==> config.mk <==
export PLATFORM = sky130hd
export DESIGN_NAME = hazard_ctrl_flat
export DESIGN_NICKNAME = d
export VERILOG_FILES = /design/src/rtl/hazard_pkg.sv /design/src/rtl/hazard_ctrl_if.sv /design/src/rtl/hazard_scoreboard.sv /design/src/rtl/hazard_ctrl.sv /design/src/flat_wrapper.sv
export SDC_FILE = /design/constraint.sdc
export NUM_CORES = 1
export LEC_CHECK = 0
export BUFFER_PORTS_ARGS = -buffer_cell sky130_fd_sc_hd__buf_4
export CAP_MARGIN = 20
export CORE_UTILIZATION = 40
export DETAILED_ROUTE_END_ITERATION = 8
export PLACE_DENSITY = 0.68
export SYNTH_ARGS = -nofsm -noshare
export SYNTH_HDL_FRONTEND = slang
export SYNTH_HIERARCHICAL = 1
export SYNTH_SLANG_ARGS = --single-unit
==> constraint.sdc <==
create_clock -name clk -period 4.45 [get_ports clk]
set_clock_uncertainty 0.05 [all_clocks]
set_input_delay 0.445 -clock clk [delete_from_list [all_inputs] [get_ports clk]]
set_output_delay 0.445 -clock clk [all_outputs]
set_load 0.05 [all_outputs]
==> src/rtl/hazard_pkg.sv <==
// Shared types and constants for the stall/flush sequencer.
// Pure declarations: no logic, no latency, no backpressure.
package hazard_pkg;

    typedef enum logic [1:0] {
        RUN   = 2'd0,
        STALL = 2'd1,
        FLUSH = 2'd2
    } hz_state_t;

    localparam int NREG_DEF   = 32;
    localparam int WB_LAT_DEF = 3;

    // Pipeline-register control word driven by the priority mux.
    typedef struct packed {
        logic pc_en;
        logic ifid_en;
        logic ifid_flush;
        logic idex_en;
        logic idex_bubble;
    } hz_ctl_t;

    // Bubble encoding: ID/EX loads a NOP while the front end holds.
    localparam hz_ctl_t CTL_BUBBLE = '{pc_en: 1'b0, ifid_en: 1'b0, ifid_flush: 1'b0,
                                       idex_en: 1'b1, idex_bubble: 1'b1};
    localparam hz_ctl_t CTL_RUN    = '{pc_en: 1'b1, ifid_en: 1'b1, ifid_flush: 1'b0,
                                       idex_en: 1'b1, idex_bubble: 1'b0};
    localparam hz_ctl_t CTL_FREEZE = '{pc_en: 1'b0, ifid_en: 1'b0, ifid_flush: 1'b0,
                                       idex_en: 1'b0, idex_bubble: 1'b0};
    localparam hz_ctl_t CTL_REDIR  = '{pc_en: 1'b1, ifid_en: 1'b1, ifid_flush: 1'b1,
                                       idex_en: 1'b1, idex_bubble: 1'b1};
    localparam hz_ctl_t CTL_RESET  = '{pc_en: 1'b0, ifid_en: 1'b0, ifid_flush: 1'b1,
                                       idex_en: 1'b1, idex_bubble: 1'b1};

endpackage

==> src/rtl/hazard_ctrl_if.sv <==
// Decode-side hazard bundle: ID operand info in, pipeline register controls out.
// Wires only: zero latency; master is the decode stage, slave is hazard_ctrl.
interface hazard_ctrl_if;
    logic       id_valid;
    logic [4:0] id_rs1;
    logic [4:0] id_rs2;
    logic       id_rs1_used;
    logic       id_rs2_used;
    logic [4:0] id_rd;
    logic       id_rd_wren;
    logic       ex_redirect;
    logic       mem_stall;
    logic       pc_en;
    logic       ifid_en;
    logic       ifid_flush;
    logic       idex_en;
    logic       idex_bubble;
    logic [1:0] hz_state;

    modport master (
        output id_valid, id_rs1, id_rs2, id_rs1_used, id_rs2_used,
               id_rd, id_rd_wren, ex_redirect, mem_stall,
        input  pc_en, ifid_en, ifid_flush, idex_en, idex_bubble, hz_state
    );

    modport slave (
        input  id_valid, id_rs1, id_rs2, id_rs1_used, id_rs2_used,
               id_rd, id_rd_wren, ex_redirect, mem_stall,
        output pc_en, ifid_en, ifid_flush, idex_en, idex_bubble, hz_state
    );
endinterface

==> src/rtl/hazard_scoreboard.sv <==
// Per-register countdown of in-flight writes with two combinational pending lookups.
// Lookups are zero latency; hold freezes every counter (whole-pipe memory stall).
module hazard_scoreboard #(
    parameter int NREG   = 32,
    parameter int WB_LAT = 3,
    parameter int CNT_W  = 2
) (
    input  logic       clk,
    input  logic       rst,
    input  logic       hold,
    input  logic       set_en,
    input  logic [4:0] set_idx,
    input  logic [4:0] rs1,
    input  logic [4:0] rs2,
    output logic       rs1_pend,
    output logic       rs2_pend
);

    logic [CNT_W-1:0] cnt [1:NREG-1];

    // A set beats the decrement on the same register; x0 has no counter.
    always_ff @(posedge clk or negedge rst) begin
        if (!rst) begin
            for (int r = 1; r < NREG; r++) cnt[r] <= '0;
        end else if (!hold) begin
            for (int r = 1; r < NREG; r++) begin
                if (set_en && set_idx == 5'(r))
                    cnt[r] <= CNT_W'(WB_LAT);
                else if (cnt[r] != '0)
                    cnt[r] <= cnt[r] - CNT_W'(1);
            end
        end
    end

    always_comb begin
        rs1_pend = 1'b0;
        rs2_pend = 1'b0;
        for (int r = 1; r < NREG; r++) begin
            if (rs1 == 5'(r) && cnt[r] != '0) rs1_pend = 1'b1;
            if (rs2 == 5'(r) && cnt[r] != '0) rs2_pend = 1'b1;
        end
    end

endmodule

==> src/rtl/hazard_ctrl.sv <==
// Stall/flush sequencer for the stalling RV32I pipe; HAZARD_CTRL_PERF_EN adds perf counters.
// Controls are combinational from scoreboard/inputs; priority mem_stall > ex_redirect > RAW.
module hazard_ctrl
    import hazard_pkg::*;
#(
    parameter int NREG   = NREG_DEF,
    parameter int WB_LAT = WB_LAT_DEF,
    parameter int CNT_W  = 2
) (
    input  logic        clk,
    input  logic        rst,
    hazard_ctrl_if.slave hz
`ifdef HAZARD_CTRL_PERF_EN
    ,
    output logic [31:0] perf_stall_cnt,
    output logic [31:0] perf_flush_cnt
`endif
);

    if ((1 << CNT_W) <= WB_LAT) begin : g_cnt_w_check
        $error("CNT_W too narrow for WB_LAT");
    end

    hz_state_t state_q, state_d;
    hz_ctl_t   ctl;
    logic      rs1_pend, rs2_pend;
    logic      raw;
    logic      issue;

    assign raw = hz.id_valid & ((hz.id_rs1_used & rs1_pend) |
                                (hz.id_rs2_used & rs2_pend));

    assign issue = hz.id_valid & ~raw & ~hz.ex_redirect & ~hz.mem_stall &
                   hz.id_rd_wren & (hz.id_rd != 5'd0);

    hazard_scoreboard #(
        .NREG   (NREG),
        .WB_LAT (WB_LAT),
        .CNT_W  (CNT_W)
    ) u_sb (
        .clk      (clk),
        .rst      (rst),
        .hold     (hz.mem_stall),
        .set_en   (issue),
        .set_idx  (hz.id_rd),
        .rs1      (hz.id_rs1),
        .rs2      (hz.id_rs2),
        .rs1_pend (rs1_pend),
        .rs2_pend (rs2_pend)
    );

    always_ff @(posedge clk or negedge rst) begin
        if (!rst) state_q <= RUN;
        else      state_q <= state_d;
    end

    always_comb begin
        state_d = state_q;
        if (!hz.mem_stall) begin
            if (hz.ex_redirect) state_d = FLUSH;
            else if (raw)       state_d = STALL;
            else                state_d = RUN;
        end
    end

    // Reset forces a flushing, bubbling front end while the pipe registers clear.
    always_comb begin
        ctl = CTL_RUN;
        if (!rst)                ctl = CTL_RESET;
        else if (hz.mem_stall)   ctl = CTL_FREEZE;
        else if (hz.ex_redirect) ctl = CTL_REDIR;
        else if (raw)            ctl = CTL_BUBBLE;
    end

    assign hz.pc_en       = ctl.pc_en;
    assign hz.ifid_en     = ctl.ifid_en;
    assign hz.ifid_flush  = ctl.ifid_flush;
    assign hz.idex_en     = ctl.idex_en;
    assign hz.idex_bubble = ctl.idex_bubble;
    assign hz.hz_state    = state_q;

`ifdef HAZARD_CTRL_PERF_EN
    always_ff @(posedge clk or negedge rst) begin
        if (!rst) begin
            perf_stall_cnt <= '0;
            perf_flush_cnt <= '0;
        end else begin
            if (raw && !hz.mem_stall && !hz.ex_redirect)
                perf_stall_cnt <= perf_stall_cnt + 32'd1;
            if (hz.ex_redirect && !hz.mem_stall)
                perf_flush_cnt <= perf_flush_cnt + 32'd1;
        end
    end
`endif

endmodule

==> src/flat_wrapper.sv <==
// flat-port wrapper written by rule: the top's interface ports become plain ports
module hazard_ctrl_flat import hazard_pkg::*;
#(
    parameter int NREG   = NREG_DEF,
    parameter int WB_LAT = WB_LAT_DEF,
    parameter int CNT_W  = 2
)
  (clk, rst, hz_id_valid, hz_id_rs1, hz_id_rs2, hz_id_rs1_used, hz_id_rs2_used, hz_id_rd, hz_id_rd_wren, hz_ex_redirect, hz_mem_stall, hz_pc_en, hz_ifid_en, hz_ifid_flush, hz_idex_en, hz_idex_bubble, hz_hz_state);
  hazard_ctrl_if hz_i ();
  input  logic clk;
  input  logic rst;
  input wire logic [$bits(hz_i.id_valid)-1:0] hz_id_valid;
  input wire logic [$bits(hz_i.id_rs1)-1:0] hz_id_rs1;
  input wire logic [$bits(hz_i.id_rs2)-1:0] hz_id_rs2;
  input wire logic [$bits(hz_i.id_rs1_used)-1:0] hz_id_rs1_used;
  input wire logic [$bits(hz_i.id_rs2_used)-1:0] hz_id_rs2_used;
  input wire logic [$bits(hz_i.id_rd)-1:0] hz_id_rd;
  input wire logic [$bits(hz_i.id_rd_wren)-1:0] hz_id_rd_wren;
  input wire logic [$bits(hz_i.ex_redirect)-1:0] hz_ex_redirect;
  input wire logic [$bits(hz_i.mem_stall)-1:0] hz_mem_stall;
  output wire logic [$bits(hz_i.pc_en)-1:0] hz_pc_en;
  output wire logic [$bits(hz_i.ifid_en)-1:0] hz_ifid_en;
  output wire logic [$bits(hz_i.ifid_flush)-1:0] hz_ifid_flush;
  output wire logic [$bits(hz_i.idex_en)-1:0] hz_idex_en;
  output wire logic [$bits(hz_i.idex_bubble)-1:0] hz_idex_bubble;
  output wire logic [$bits(hz_i.hz_state)-1:0] hz_hz_state;
  assign hz_i.id_valid = hz_id_valid;
  assign hz_i.id_rs1 = hz_id_rs1;
  assign hz_i.id_rs2 = hz_id_rs2;
  assign hz_i.id_rs1_used = hz_id_rs1_used;
  assign hz_i.id_rs2_used = hz_id_rs2_used;
  assign hz_i.id_rd = hz_id_rd;
  assign hz_i.id_rd_wren = hz_id_rd_wren;
  assign hz_i.ex_redirect = hz_ex_redirect;
  assign hz_i.mem_stall = hz_mem_stall;
  assign hz_pc_en = hz_i.pc_en;
  assign hz_ifid_en = hz_i.ifid_en;
  assign hz_ifid_flush = hz_i.ifid_flush;
  assign hz_idex_en = hz_i.idex_en;
  assign hz_idex_bubble = hz_i.idex_bubble;
  assign hz_hz_state = hz_i.hz_state;
  hazard_ctrl #(.NREG(NREG), .WB_LAT(WB_LAT), .CNT_W(CNT_W)) u_core (.clk(clk), .rst(rst), .hz(hz_i));
endmodule
* Word level (Yosys, flattened, before mapping)
Index checks and enable logic that the tools add are counted.
Operators by class: add/subtract/negate cells 31, eq/ne operators 93, mux-type cells 130, bitwise gates (word level) 12, reduce and logical (&&, ||, !) cells 187
Operators with widths (number):
- $eq 5x5->1 const B | 48
- $mux 2 | 63
- $reduce_bool 2->1 | 62
- $eq 5x4->1 const B | 24
- $logic_and 1x1->1 | 93
- $mux 1 | 63
- $reduce_and 2->1 | 31
- $sub 2x1->2 const B | 31
- $eq 5x3->1 const B | 12
- $eq 5x2->1 const B | 6
- $mux 5 | 4
- $eq 5x1->1 const B | 3
- $and 1x1->1 | 8
- $reduce_bool 5->1 | 1
- $not 1->1 | 3
- $or 1x1->1 | 1
Word-level totals: register bits after elaboration 64, bits of input ports 23, output and inout port bits 7

* Logic depth before layout (Yosys ltp)
Gate-level depths: netlist of run 1.
depth after elaboration 45, mapped depth 14

* By module
The synthesis of run 1 kept the hierarchy.
By module, submodules not included:
- hazard_scoreboard | instances 1, cells an instance 448, area an instance 4190.3 um^2, sequential area each 1551.5 um^2
- hazard_ctrl | instances 1, cells an instance 18, area an instance 152.6 um^2, sequential area each 50.0 um^2

* Least setup slack after synthesis of run 1
No wires, ideal clock.
path type flip-flop to output port, from register u_core/u_sb/cnt[58] (netlist bit), to output port hz_idex_bubble, data arrival time 3.438 ns, data required time 3.955 ns, path slack 0.517 ns, cell stages (with the launch flop) 10, buffers on the path 0, cell sequence dfrtp_1 -> inv_1 -> ha_1 -> or4_1 -> o311ai_1 -> o31ai_1 -> nand4b_1 -> a32o_1 -> a22oi_1 -> o311ai_0
On the way: cells in the longest elaborated chain, start to end 39, elaborated cells between the ends (all ways) 71, those cells by class mux (64); bitwise (4); reduce/logical (3)
RTL lines:
- start, declared | RTL line hazard_scoreboard.sv:19 | logic [CNT_W-1:0] cnt [1:NREG-1];
- start signal, assigned by index | RTL line hazard_scoreboard.sv:28 | cnt[r] <= CNT_W'(WB_LAT);
- start signal, assigned by index | RTL line hazard_scoreboard.sv:30 | cnt[r] <= cnt[r] - CNT_W'(1);
- $reduce_bool 2->1 | RTL line hazard_scoreboard.sv:39 | if (rs1 == 5'(r) && cnt[r] != '0) rs1_pend = 1'b1;
- $logic_and 1x1->1 | RTL line hazard_scoreboard.sv:39
- $mux 1 (30 in series) | RTL line hazard_scoreboard.sv:39
- via u_core.rs1_pend | RTL line hazard_ctrl.sv:26 | logic rs1_pend, rs2_pend;
- $and 1x1->1 | RTL line hazard_ctrl.sv:30 | assign raw = hz.id_valid & ((hz.id_rs1_used & rs1_pend) |
- $or 1x1->1 | RTL line hazard_ctrl.sv:30
- $and 1x1->1 | RTL line hazard_ctrl.sv:30
- $mux 5 | RTL line hazard_ctrl.sv:72 | else if (raw) ctl = CTL_BUBBLE;
- $mux 5 | RTL line hazard_ctrl.sv:71 | else if (hz.ex_redirect) ctl = CTL_REDIR;
- $mux 5 | RTL line hazard_ctrl.sv:70 | else if (hz.mem_stall) ctl = CTL_FREEZE;
- $mux 5 | RTL line hazard_ctrl.sv:69 | if (!rst) ctl = CTL_RESET;
- end, declared | RTL line flat_wrapper.sv:25 | output wire logic [$bits(hz_i.idex_bubble)-1:0] hz_idex_bubble;
The timed path passes the listed nets, and every way through them passes these cells.

* Worst setup path in the final report of run 1
from register u_core/u_sb/cnt[52] (netlist bit), to register u_core/u_sb/cnt[45] (netlist bit)
On the way: cells in the longest elaborated chain, start to end 41, elaborated cells between the ends (all ways) 71, those cells by class mux (55); bitwise (10); reduce/logical (6)
RTL lines:
- $reduce_bool 2->1 * | RTL line hazard_scoreboard.sv:39
- $logic_and 1x1->1 * | RTL line hazard_scoreboard.sv:39
- $mux 1 * (27 in series) | RTL line hazard_scoreboard.sv:39
- via u_core.rs1_pend | RTL line hazard_ctrl.sv:26
- $and 1x1->1 * | RTL line hazard_ctrl.sv:30
- $or 1x1->1 * | RTL line hazard_ctrl.sv:30
- $and 1x1->1 * | RTL line hazard_ctrl.sv:30
- $not 1->1 * | RTL line hazard_ctrl.sv:33 | assign issue = hz.id_valid & ~raw & ~hz.ex_redirect & ~hz.mem_stall &
- $and 1x1->1 * (4 in series) | RTL line hazard_ctrl.sv:33
- $and 1x1->1 * | RTL line hazard_ctrl.sv:34 | hz.id_rd_wren & (hz.id_rd != 5'd0);
- via u_core.issue | RTL line hazard_ctrl.sv:28 | logic issue;
- $logic_and 1x1->1 * | RTL line hazard_scoreboard.sv:27 | if (set_en && set_idx == 5'(r))
- $reduce_bool 2->1 (no source line)
- $reduce_and 2->1 (no source line)
The timed path passes the listed nets; every way through them passes the cells marked *. A chain may end at the register's enable or synchronous reset.

==> results of run 1 <==
[layout by cell type, fill, tap and decap left out, types with 4 or more instances in the layout]
cell type	synthesis	layout
sky130_fd_sc_hd__a2111oi_0	4	4
sky130_fd_sc_hd__nand2_1	27	27
sky130_fd_sc_hd__nor2b_1	5	5
sky130_fd_sc_hd__nor3b_1	6	6
sky130_fd_sc_hd__nor4_1	4	4
sky130_fd_sc_hd__o21ai_0	8	8
sky130_fd_sc_hd__ha_1	31	31
sky130_fd_sc_hd__nor3_1	7	7
sky130_fd_sc_hd__nand2b_1	24	24
sky130_fd_sc_hd__clkbuf_8	0	11
sky130_fd_sc_hd__inv_1	70	70
sky130_fd_sc_hd__a22oi_1	32	32
sky130_fd_sc_hd__a211oi_1	30	30
sky130_fd_sc_hd__mux2i_1	40	40
sky130_fd_sc_hd__o21ai_1	13	13
sky130_fd_sc_hd__nor2_1	12	12
sky130_fd_sc_hd__a21o_1	15	15
sky130_fd_sc_hd__dfrtp_1	64	64
sky130_fd_sc_hd__a21oi_1	4	4
sky130_fd_sc_hd__buf_4	2	31
[synth_stat cells, types with 3 or more instances]
cell type / count
sky130_fd_sc_hd__inv_1: 70
sky130_fd_sc_hd__dfrtp_1: 64
sky130_fd_sc_hd__mux2i_1: 40
sky130_fd_sc_hd__a22oi_1: 32
sky130_fd_sc_hd__ha_1: 31
sky130_fd_sc_hd__a211oi_1: 30
sky130_fd_sc_hd__nand2_1: 27
sky130_fd_sc_hd__nand2b_1: 24
sky130_fd_sc_hd__a21o_1: 15
sky130_fd_sc_hd__o21ai_1: 13
sky130_fd_sc_hd__nor2_1: 12
sky130_fd_sc_hd__buf_2: 11
sky130_fd_sc_hd__clkbuf_1: 8
sky130_fd_sc_hd__o21ai_0: 8
sky130_fd_sc_hd__nor3_1: 7
sky130_fd_sc_hd__nor3b_1: 6
sky130_fd_sc_hd__nor2b_1: 5
sky130_fd_sc_hd__a2111oi_0: 4
sky130_fd_sc_hd__a21oi_1: 4
sky130_fd_sc_hd__nor4_1: 4
sky130_fd_sc_hd__o311ai_0: 3
sky130_fd_sc_hd__or2_1: 3
sky130_fd_sc_hd__or4_1: 3
[logic make-up after synthesis]
logic type      synth area share
simple gates               0.142
compound gates             0.211
mux                        0.105
buf+inv                   0.0835
flops                      0.369
fa+ha+maj                 0.0893
[layout make-up]
cell class	count	area, µm²
fillers	985	5550
multi-input cells	311	2380
flip-flops and latches	64	1600
inverters	70	263
repair buffers	32	244
well taps	136	170
clock buffers	12	155
clock inverters	4	52.6
[flip-flops by register name, indices dropped and copies added, names as in the netlist]
signal              flops
u_core/hz.hz_state      2
u_core/u_sb/cnt        62
[power groups by stage]
stage	logic [W]	clock network, W	registers [W]
after global routing	0.00149	0.000568	0.000958
after global placement	0.00121	0	0.000941
after floorplan	0.000999	0	0.000936
after detailed placement	0.00130	0	0.000947
after CTS	0.00131	0.000541	0.000935
final	0.00131	0.000524	0.000933
[routing by layer]
layer / up-vias / track usage / part of all wire
met5: - / 0 / 0
met4: 0 / 0.0665 / 0.0077
met3: 7 / 0.0288 / 0.049
met2: 98 / 0.327 / 0.47
met1: 1712 / 0.274 / 0.47
li1: 1726 / - / -
[path summary, 6_finish.rpt]
| check | from | end |
|---|---|---|
| setup reg to reg | u_core/u_sb/cnt[52] | u_core/u_sb/cnt[45] |
| hold / removal | rst | u_core/u_sb/cnt[42] |
| hold reg to reg | u_core/hz.hz_state[1] | u_core/hz.hz_state[1] |
| min in group clk | hz_ex_redirect | u_core/hz.hz_state[0] |
| max in group asynchronous | rst | u_core/u_sb/cnt[51] |
| setup / recovery | u_core/u_sb/cnt[52] | u_core/u_sb/cnt[45] |
[critical path, cell delays in order, from the launching register on]
cell and delay [ps]:
sky130_fd_sc_hd__dfrtp_1 370, sky130_fd_sc_hd__inv_1 90, sky130_fd_sc_hd__ha_1 270, sky130_fd_sc_hd__mux2i_1 90, sky130_fd_sc_hd__and4_1 200, sky130_fd_sc_hd__a311oi_1 270
sky130_fd_sc_hd__nand4b_1 130, sky130_fd_sc_hd__a32o_1 240, sky130_fd_sc_hd__a22oi_1 400, sky130_fd_sc_hd__o211a_1 250, sky130_fd_sc_hd__nand2b_1 140, sky130_fd_sc_hd__nor2_1 440
sky130_fd_sc_hd__nand2_1 100, sky130_fd_sc_hd__a21o_1 220, sky130_fd_sc_hd__a22oi_1 150
[metrics by stage]
step / hold slack [ps] / setup slack, ps / instance area (µm²) / power (W) / cells
final: -3.74 / 947 / 4860 / 0.00277 / 629
after global routing: 28.9 / 686 / 4860 / 0.00301 / 629
after CTS: 5.01 / 961 / 4860 / 0.00278 / 628
after detailed placement: 383 / 969 / 4650 / 0.00225 / 612
after global placement: 375 / 1010 / 4640 / 0.00215 / 611
after floorplan: 99.4 / 517 / 4340 / 0.00193 / 466
==> implementation parameters, run 1 <==
Parameter                              Value

Status
  Result of the run ... finished, violations left
  Violated checks ... hold timing

Synth
  Leading area contributor after synthesis ... sky130_fd_sc_hd__dfrtp_1
  Leading post-synthesis cells by cell area ... sky130_fd_sc_hd__dfrtp_1, sky130_fd_sc_hd__mux2i_1, sky130_fd_sc_hd__ha_1, sky130_fd_sc_hd__inv_1, sky130_fd_sc_hd__a22oi_1
  Asr flop ratio synth ... 1.00
  Syn nets ... 520
  Cell area after technology mapping ... between 4000 and 5000 µm²
  Mapped Cells ... between 400 and 500
  Yosys reg bits ... 64
  Number of enable-type register cells in the synthesized netlist ... 0
  Number of warnings issued by yosys ... 6
  Share of the synthesized area in the top cell type ... 0.369
  Mean area per synthesized cell ... between 9 and 10 µm²
  Count of distinct cell types in the synthesized netlist ... 55
  Most common flop cell mapped by yosys ... sky130_fd_sc_hd__dfrtp_1
  Share of the yosys chip area belonging to registers ... 0.369

Clocking
  Register clock-pin slew on the reported worst setup and hold paths ... roughly 70 ps
  Maximum buffer depth of the clock tree ... 2
  Number of H-tree branching levels ... 3
  Sink Count ... 64
  Setup fix buffers added after clock tree synthesis ... 0
  Num CTS Buffers ... 9
  Clock Tree Root ... sky130_fd_sc_hd__clkbuf_8
  PostCTS Resize Cnt ... 0
  Later-pin clock latency in the skew report ... 340 ps
  Clock tree from TritonCTS ... built
  Hold-fix buffers at CTS ... 0

Pwr
  Part of the power in registers ... 0.337
  Leakage Power ... between 2 and 2.5 nW
  Switching part of the total power ... 0.377
  Internal ... 0.00172 W
  Maximum resistive drop on vdd ... approximately 0.00025 V
  Total net switching power ... roughly 0.0010 W
  Power density over cell area ... ~570 nW/µm²
  Share of power burned in combinational logic ... 0.474
  Proportion of power drawn by the clock network ... 0.189

Die
  Starting Density ... 0.417
  Floorplan row count ... 37
  Core footprint ... 10,400 µm²
  Top-level I/O count ... 30
  Die Width ... ~110 µm
  Chip height ... 106 µm
  Area of the die ... ~11,000 µm²

Global route
  Overall overflow remaining after global route ... 0
  Maximum number of pins on one net before global-route repair ... a little over 70
  Global-route usage over all layers ... 0.201
  Wire length of the first global-routing pass ... approximately 18 mm
  Vias in the first global route ... 3,579
  Initial antenna violation count ... 0

Routing
  DRC ... 0
  Detailed-routing iteration count for the pre-antenna-repair pass ... 5
  Vias ... approximately 3,500
  Post-route antenna net violation count ... 0
  Drt initial violations ... 240
  Final routed wire length divided by cell count ... 16.8 µm
  Via density ... approximately 5.6
  WL final ... 10.6 mm

STA
  Achievable frequency ... between 200 and 300 MHz
  Final-layout setup total negative slack ... 0 ps
  Setup-failing EPs final ... 0
  Post-layout min period ... around 3500 ps
  Final hold slack ... -3.74 ps
  Period utilisation layout ... 0.787
  Worst slew margin ... 0.353
  Count of pins over their slew limit ... 0
  Final Hold Violating Endpoints ... 2
  RSZ-0062 raised after global routing ... false
  Slew @ Worst Pin ... a little under 1000 ps

Worst setup path
  Number of cells on the worst reg-to-reg path ... 14
  Arr. time, crit path ... approximately 3700 ps
  Critical path type ... reg2reg
  Worst Setup End Kind ... register
  Critical path peak fanout ... 8
  Required time worst endpoint ... roughly 4700 ps
  Setup slack, reg-to-reg ... between 900 and 1000 ps
  Category of the worst setup path launch point ... register

Placement
  DP HPWL ... 7.71 mm
  Port-buffer cells ... 29
  Final RePlAce weighted congestion ... about 0.84

Hold path
  Class of the tightest hold or removal check ... in2async

Layout
  Layout overhead on the synthesized area ... 12.0%
  Count of nets after finishing ... roughly 540
  Share of cells above drive strength 1 ... 0.116
  Number of diodes added for antenna fixing ... 0
  Core occupancy in the finished layout ... 0.467

Flow run
  Max-cap violation count ... 0
Power figures use the tool's default switching activity.
==> inputs of run 2 (changes only) <==
Settings changed: PLACE_DENSITY 0.68 to 0.7.
Clock period 4.45 ns to 3.2 ns, I/O delays scaled along.
==> run 2 against run 1 <==
- the run now ends clean
- cell count rose by 1.4%
- register-to-register slack got worse by 780 ps
- first-iteration DRC count rose by 21%
- sequential power rose by 39%
- combinational power rose by 47%
- worst setup slack got worse by 840 ps
- worst hold slack improved by 140 ps
- die area did not move
- total power rose by 45%
- global-route usage rose by 0.15 points
- largest cell class unchanged
==> implementation parameters, run 2 (synthesis results as in run 1) <==
Parameter                              Value

Status
  Result of the run ... finished clean

Global route
  Global-route usage over all layers ... 0.203 (+0.00151)
  Maximum number of pins on one net before global-route repair ... 71 (unchanged)
  Overall overflow remaining after global route ... 0 (unchanged)
  Vias in the first global route ... 3,670 (+2.5%)
  Wire length of the first global-routing pass ... 17.7 mm (+0.39%)
  Initial antenna violation count ... 0 (unchanged)

Layout
  Register area ... 1600 µm² (unchanged)
  Share of cells above drive strength 1 ... 0.175 (+0.0597)
  Commonest non-fill, non-tap cell in the layout ... sky130_fd_sc_hd__inv_1
  Summed area of non-filler cells in the final layout ... 5050 µm² (+3.9%)
  Layout overhead on the synthesized area ... 16.4%
  Register bank with the most flops ... u_core/u_sb/cnt
  Area used by multi-input combinational logic ... 2480 µm² (+4.1%)
  Max FFs per register ... 62 (unchanged)
  Count of nets after finishing ... 551 (+1.7%)
  Most frequent cells in the layout ... sky130_fd_sc_hd__inv_1, sky130_fd_sc_hd__dfrtp_1, sky130_fd_sc_hd__mux2i_1, sky130_fd_sc_hd__buf_4
  Core occupancy in the finished layout ... 0.485 (+0.0181)
  Number of diodes added for antenna fixing ... 0 (unchanged)
  Number of fill cells in the layout ... 991 (+0.61%)

STA
  Worst slew margin ... 0.344 (-0.00953)
  Final Hold Violating Endpoints ... 0 (-2)
  Period utilisation layout ... 0.968
  RSZ-0062 raised after global routing ... false
  Count of pins over their slew limit ... 0 (unchanged)
  Final-layout setup total negative slack ... 0 ps (unchanged)
  Post-layout min period ... between 3000 and 4000 ps
  Slew @ Worst Pin ... 981 ps (+14.2 ps)
  Achievable frequency ... between 300 and 400 MHz
  Setup-failing EPs final ... 0 (unchanged)

Flow run
  Max-cap violation count ... 0 (unchanged)

Pwr
  Proportion of power drawn by the clock network ... 0.195 (+0.006)
  Switching part of the total power ... 0.372 (-0.00558)
  Power density over cell area ... 795 nW/µm² (+40%)
  Share of power burned in combinational logic ... 0.481 (+0.007)
  Overall Power ... 0.00402 W (+45%)
  Maximum resistive drop on vdd ... 0.000296 V (+20%)
  Total net switching power ... 0.00149 W (+43%)
  Part of the power in registers ... 0.324 (-0.013)
  Internal ... 0.00253 W (+46%)
  Leakage Power ... 2.43 nW (+2.4%)

Die
  Die Width ... 106 µm (unchanged)
  Top-level I/O count ... 30 (unchanged)
  Starting Density ... 0.417 (unchanged)
  Floorplan row count ... 37 (unchanged)
  Chip height ... 106 µm (unchanged)
  Area of the die ... 11,300 µm² (unchanged)
  Core footprint ... 10,400 µm² (unchanged)

Worst setup path
  Required time worst endpoint ... 2830 ps (-1820 ps)
  Cell-by-cell listing of the critical path ... inv_1 -> ha_2 -> or4_1 -> o311ai_1 -> o31ai_1 -> nand4b_1 -> a32o_2 -> a22oi_2 -> buf_4 -> o311a_1 -> buf_6
  Critical path type ... reg2out
  Arr. time, crit path ... 2730 ps (-980 ps)
  Critical path peak fanout ... 4 (-4)
  Category of the worst setup path launch point ... register
  Count of buffering cells on the critical path with inverters included ... 3 (+2)
  Worst Setup End Kind ... primary output
  Critical Path Max Stage Delay ... 520 ps (+80 ps)
  Top cell family by delay on the critical path ... compound AO/OA/AOI/OAI gates
  Crit-path slowest cell ... sky130_fd_sc_hd__or4_1

Routing
  DRC ... 0 (unchanged)
  Vias ... 3,697 (+4.3%)
  Drt initial violations ... 291 (+21%)
  Via density ... 5.79 (+2.9%)
  Detailed-routing iteration count for the pre-antenna-repair pass ... 5 (unchanged)
  Final routed wire length divided by cell count ... 16.9 µm (+0.22%)
  WL final ... 10.8 mm (+1.7%)
  Post-route antenna net violation count ... 0 (unchanged)

Clocking
  Clock Tree Root ... sky130_fd_sc_hd__clkbuf_8
  Sink Count ... 64 (unchanged)
  Num CTS Buffers ... 9 (unchanged)
  Register clock-pin slew on the reported worst setup and hold paths ... 70 ps (about the same)
  Number of H-tree branching levels ... 3 (unchanged)
  Later-pin clock latency in the skew report ... 350 ps (about the same)
  Clock tree from TritonCTS ... built
  Maximum buffer depth of the clock tree ... 2 (unchanged)

Hold path
  Class of the tightest hold or removal check ... in2reg

Placement
  Port-buffer cells ... 29 (unchanged)
  Final RePlAce weighted congestion ... 0.921 (+9.7%)
  DP HPWL ... 7.89 mm (+2.3%)
  Cell Area, Placed ... 4720 µm² (+1.5%)
run 2: cell types whose count changed in the layout (fill, tap and decap cells not counted), sizes merged:
cell and change:
buf +8, clkinv -2, clkinvlp +2, bufinv +1
clkbuf -1, dlygate4sd3 +1
run 2: metrics by stage:
stage                     hold WS (ps)  setup WS, ps  instances
after floorplan                  -25.6           183        466
after global placement             106           190        621
after detailed placement           106          83.4        621
after CTS                          128          54.2        638
after global routing               145          9.14        638
final                              133           103        638
run 2: final timing paths:
check                                      startpoint                    end  slack, ps  depth (start not counted)
min in group asynchronous                         rst  u_core/hz.hz_state[1]        280                          2
worst max-delay path              u_core/u_sb/cnt[58]               hz_pc_en        100                         11
worst min register to register  u_core/hz.hz_state[1]  u_core/hz.hz_state[1]        440                          2
worst min-delay path                   hz_ex_redirect  u_core/hz.hz_state[0]        130                          2
max in group asynchronous                         rst    u_core/u_sb/cnt[52]       1820                          3
worst max register to register    u_core/u_sb/cnt[40]    u_core/u_sb/cnt[23]        170                         15
run 2: routing by layer:
layer | global-route usage | wire length (µm)
met1 | 0.258 | 4680
met2 | 0.336 | 5220
met3 | 0.0380 | 556
met4 | 0.0843 | 304
met5 | 0 | 0
run 2: repair_timing:
item                       4_1_cts  5_1_grt
hold endpoints to repair         2        0
buffers inserted                 0        0
hold buffers                     1        0
resized for setup                0       31
setup endpoints to repair        0       62
run 2: worst register-to-register path, cell delays in order (launching register included):
cell and delay [ps]:
sky130_fd_sc_hd__dfrtp_1 390, sky130_fd_sc_hd__inv_2 70, sky130_fd_sc_hd__ha_2 170, sky130_fd_sc_hd__mux2_2 170
sky130_fd_sc_hd__nor3b_1 50, sky130_fd_sc_hd__or4_4 470, sky130_fd_sc_hd__a211oi_2 170, sky130_fd_sc_hd__o32ai_1 130
sky130_fd_sc_hd__a22oi_2 170, sky130_fd_sc_hd__o211a_1 280, sky130_fd_sc_hd__nand2_4 110, sky130_fd_sc_hd__nor3_2 110
sky130_fd_sc_hd__buf_4 180, sky130_fd_sc_hd__nand2_1 70, sky130_fd_sc_hd__a21o_1 190, sky130_fd_sc_hd__a22oi_1 150
run 2: power by group through the flow:
stage               Combinational (W)  Clock (W)  Sequential [W]
global placement              0.00172          0         0.00131
global route                  0.00220   0.000839         0.00134
finish                        0.00193   0.000784         0.00130
CTS                           0.00187   0.000797         0.00130
detailed placement            0.00186          0         0.00132
floorplan                     0.00139          0         0.00130
run 2: area by class of cell:
class	count	share of cell area
Clock buffer	11	0.0280
Clock inverter	5	0.0158
Inverter	70	0.0520
Multi-Input combinational cell	311	0.490
Sequential cell	64	0.317
Tap cell	136	0.0337
Timing Repair Buffer	41	0.0636
==> inputs of run 3 (changes only) <==
Settings changed: CORE_MARGIN from default to 2.
==> run 3 against run 2 <==
- combinational power rose by 6%
- sequential power barely moved
- via count rose by 0.89%
- routed wire length rose by 2.1%
- critical path depth did not move
- sequential share of layout area fell by 0.23 points
- core utilization fell by 0.94 points
- maximum frequency fell by 1.5%
- largest power group unchanged
- first-iteration DRC count fell by 3.1%
- cell area rose by 0.72%
- die area rose by 3.8%
==> implementation parameters, run 3 (synthesis results as in run 1) <==
Parameter                              Value

STA
  Final Hold Violating Endpoints ... 0 (unchanged)
  Post-layout min period ... 3140 ps (+46.1 ps)
  Achievable frequency ... 318 MHz (-1.5%)
  Slew @ Worst Pin ... 1120 ps (+144 ps)
  Count of pins over their slew limit ... 0 (unchanged)
  Setup-failing EPs final ... 0 (unchanged)
  Worst slew margin ... 0.247 (-0.0964)
  Period utilisation layout ... 0.982 (+0.0144)

Layout
  Layout overhead on the synthesized area ... 17.2%
  Number of diodes added for antenna fixing ... 0 (unchanged)
  Core occupancy in the finished layout ... 0.476 (-0.00938)
  Area used by multi-input combinational logic ... 2550 µm² (+3.1%)
  Count of nets after finishing ... 554 (+0.54%)
  Commonest non-fill, non-tap cell in the layout ... sky130_fd_sc_hd__dfrtp_1
  Share of cells above drive strength 1 ... 0.195 (+0.0195)
  Most frequent cells in the layout ... sky130_fd_sc_hd__dfrtp_1, sky130_fd_sc_hd__inv_1, sky130_fd_sc_hd__buf_4, sky130_fd_sc_hd__mux2i_1, sky130_fd_sc_hd__a211oi_1
  Number of fill cells in the layout ... 1,025 (+3.4%)
  Max FFs per register ... 62 (unchanged)
  Register bank with the most flops ... u_core/u_sb/cnt
  Register area ... 1600 µm² (unchanged)

Global route
  Global-route usage over all layers ... 0.193 (-0.00955)
  Initial antenna violation count ... 0 (unchanged)
  Vias in the first global route ... 3,576 (-2.6%)
  Wire length of the first global-routing pass ... 17.3 mm (-2.1%)
  Maximum number of pins on one net before global-route repair ... 71 (unchanged)
  Overall overflow remaining after global route ... 0 (unchanged)

Placement
  Port-buffer cells ... 29 (unchanged)
  DP HPWL ... 7.90 mm (+0.15%)
  Final RePlAce weighted congestion ... 0.887 (-3.7%)

Pwr
  Switching part of the total power ... 0.386 (+0.0145)
  Power density over cell area ... 775 nW/µm² (-2.5%)
  Overall Power ... 0.00395 W (-1.8%)
  Share of power burned in combinational logic ... 0.516 (+0.035)
  Proportion of power drawn by the clock network ... 0.150 (-0.045)
  Internal ... 0.00242 W (-4.1%)
  Part of the power in registers ... 0.333 (+0.009)
  Total net switching power ... 0.00152 W (+2.0%)
  Leakage Power ... 2.41 nW (-0.92%)
  Maximum resistive drop on vdd ... 0.000357 V (+21%)

Routing
  WL final ... 11.0 mm (+2.1%)
  Detailed-routing iteration count for the pre-antenna-repair pass ... 5 (unchanged)
  Vias ... 3,730 (+0.89%)
  Drt initial violations ... 282 (-3.1%)
  Post-route antenna net violation count ... 0 (unchanged)
  DRC ... 0 (unchanged)
  Final routed wire length divided by cell count ... 17.1 µm (+1.3%)
  Via density ... 5.80 (+0.11%)

Hold path
  Class of the tightest hold or removal check ... in2reg
  Depth of the worst hold-timing path ... 2 (unchanged)

Flow run
  Max-cap violation count ... 0 (unchanged)

Clocking
  Clock tree from TritonCTS ... built
  Clock Tree Root ... sky130_fd_sc_hd__clkbuf_8
  Sink Count ... 64 (unchanged)
  Later-pin clock latency in the skew report ... 350 ps (about the same)
  Number of H-tree branching levels ... 3 (unchanged)
  Maximum buffer depth of the clock tree ... 2 (unchanged)
  Num CTS Buffers ... 9 (unchanged)
  Register clock-pin slew on the reported worst setup and hold paths ... 60 ps (about the same)

Die
  Top-level I/O count ... 30 (unchanged)
  Starting Density ... 0.406 (-0.0110)
  Floorplan row count ... 38 (+2.7%)
  Core footprint ... 10,700 µm² (+2.7%)
  Area of the die ... 11,700 µm² (+3.8%)
  Chip height ... 108 µm (+1.9%)
  Die Width ... 108 µm (+1.9%)

Worst setup path
  Critical path type ... reg2out
  Arr. time, crit path ... 2770 ps (+40 ps)
  Critical path peak fanout ... 3 (-1)
  Category of the worst setup path launch point ... register
  Worst Setup End Kind ... primary output
  Required time worst endpoint ... 2830 ps (about the same)
  Number of cells on the worst reg-to-reg path ... 15 (unchanged)

Status
  Result of the run ... finished clean
run 3: layout make-up:
| class | instances | area share |
|---|---|---|
| multi-input combinational | 311 | 0.501 |
| inverter | 70 | 0.0516 |
| tap | 140 | 0.0344 |
| sequential | 64 | 0.315 |
| timing repair buffer | 44 | 0.0676 |
| clock inverter | 1 | 0.000983 |
| clock buffer | 13 | 0.0293 |
run 3: metrics by stage:
stage / instances / setup TNS (ps) / instance area, µm² / hold slack [ps] / setup WS, ps
after floorplan: 466 / 0 / 4350 / -25.6 / 183
after global placement: 622 / 0 / 4700 / 151 / 142
after detailed placement: 622 / -115 / 4700 / 155 / -32.6
after CTS: 638 / -15.2 / 4900 / 129 / -8.40
after global routing: 643 / -391 / 5090 / 142 / -49.5
final: 643 / 0 / 5090 / 132 / 57.3
run 3: path summary, 6_finish.rpt:
check | from | to | slack, ps
hold reg to reg | u_core/hz.hz_state[1] | u_core/hz.hz_state[1] | 430
hold / removal | hz_ex_redirect | u_core/hz.hz_state[0] | 130
setup reg to reg | u_core/u_sb/cnt[34] | u_core/u_sb/cnt[15] | 60
min in group asynchronous | rst | u_core/u_sb/cnt[27] | 330
setup / recovery | u_core/u_sb/cnt[34] | hz_pc_en | 60
max in group asynchronous | rst | u_core/u_sb/cnt[54] | 1840
run 3: layer usage:
layer / track usage / share of wire
met5: 0 / 0
met4: 0.0797 / 0.018
met3: 0.0362 / 0.064
met2: 0.307 / 0.47
met1: 0.258 / 0.45
run 3: critical path, cell delays in order, from the launching register on:
cell,delay [ps]
sky130_fd_sc_hd__dfrtp_1,380
sky130_fd_sc_hd__inv_2,80
sky130_fd_sc_hd__ha_4,140
sky130_fd_sc_hd__and2_4,120
sky130_fd_sc_hd__a2111oi_0,50
sky130_fd_sc_hd__or4_4,520
sky130_fd_sc_hd__a211oi_2,260
sky130_fd_sc_hd__o32ai_2,120
sky130_fd_sc_hd__a22oi_2,190
sky130_fd_sc_hd__buf_4,180
sky130_fd_sc_hd__o311a_1,200
sky130_fd_sc_hd__buf_6,170
run 3: repair_timing:
item / 4_1_cts / 5_1_grt
pin swaps: 2 / 13
setup buffers: 1 / 5
gates resized for setup: 5 / 41
endpoints found under the setup margin: 19 / 60
hold buffers: 1 / 0
hold endpoints to repair: 11 / 0
run 3: power groups by stage:
stage,clock (W),sequential [W],combinational [W]
floorplan,0,0.00130,0.00139
detailed placement,0,0.00133,0.00183
global placement,0,0.00131,0.00170
CTS,0.000609,0.00131,0.00185
global route,0.000642,0.00135,0.00229
finish,0.000593,0.00132,0.00204
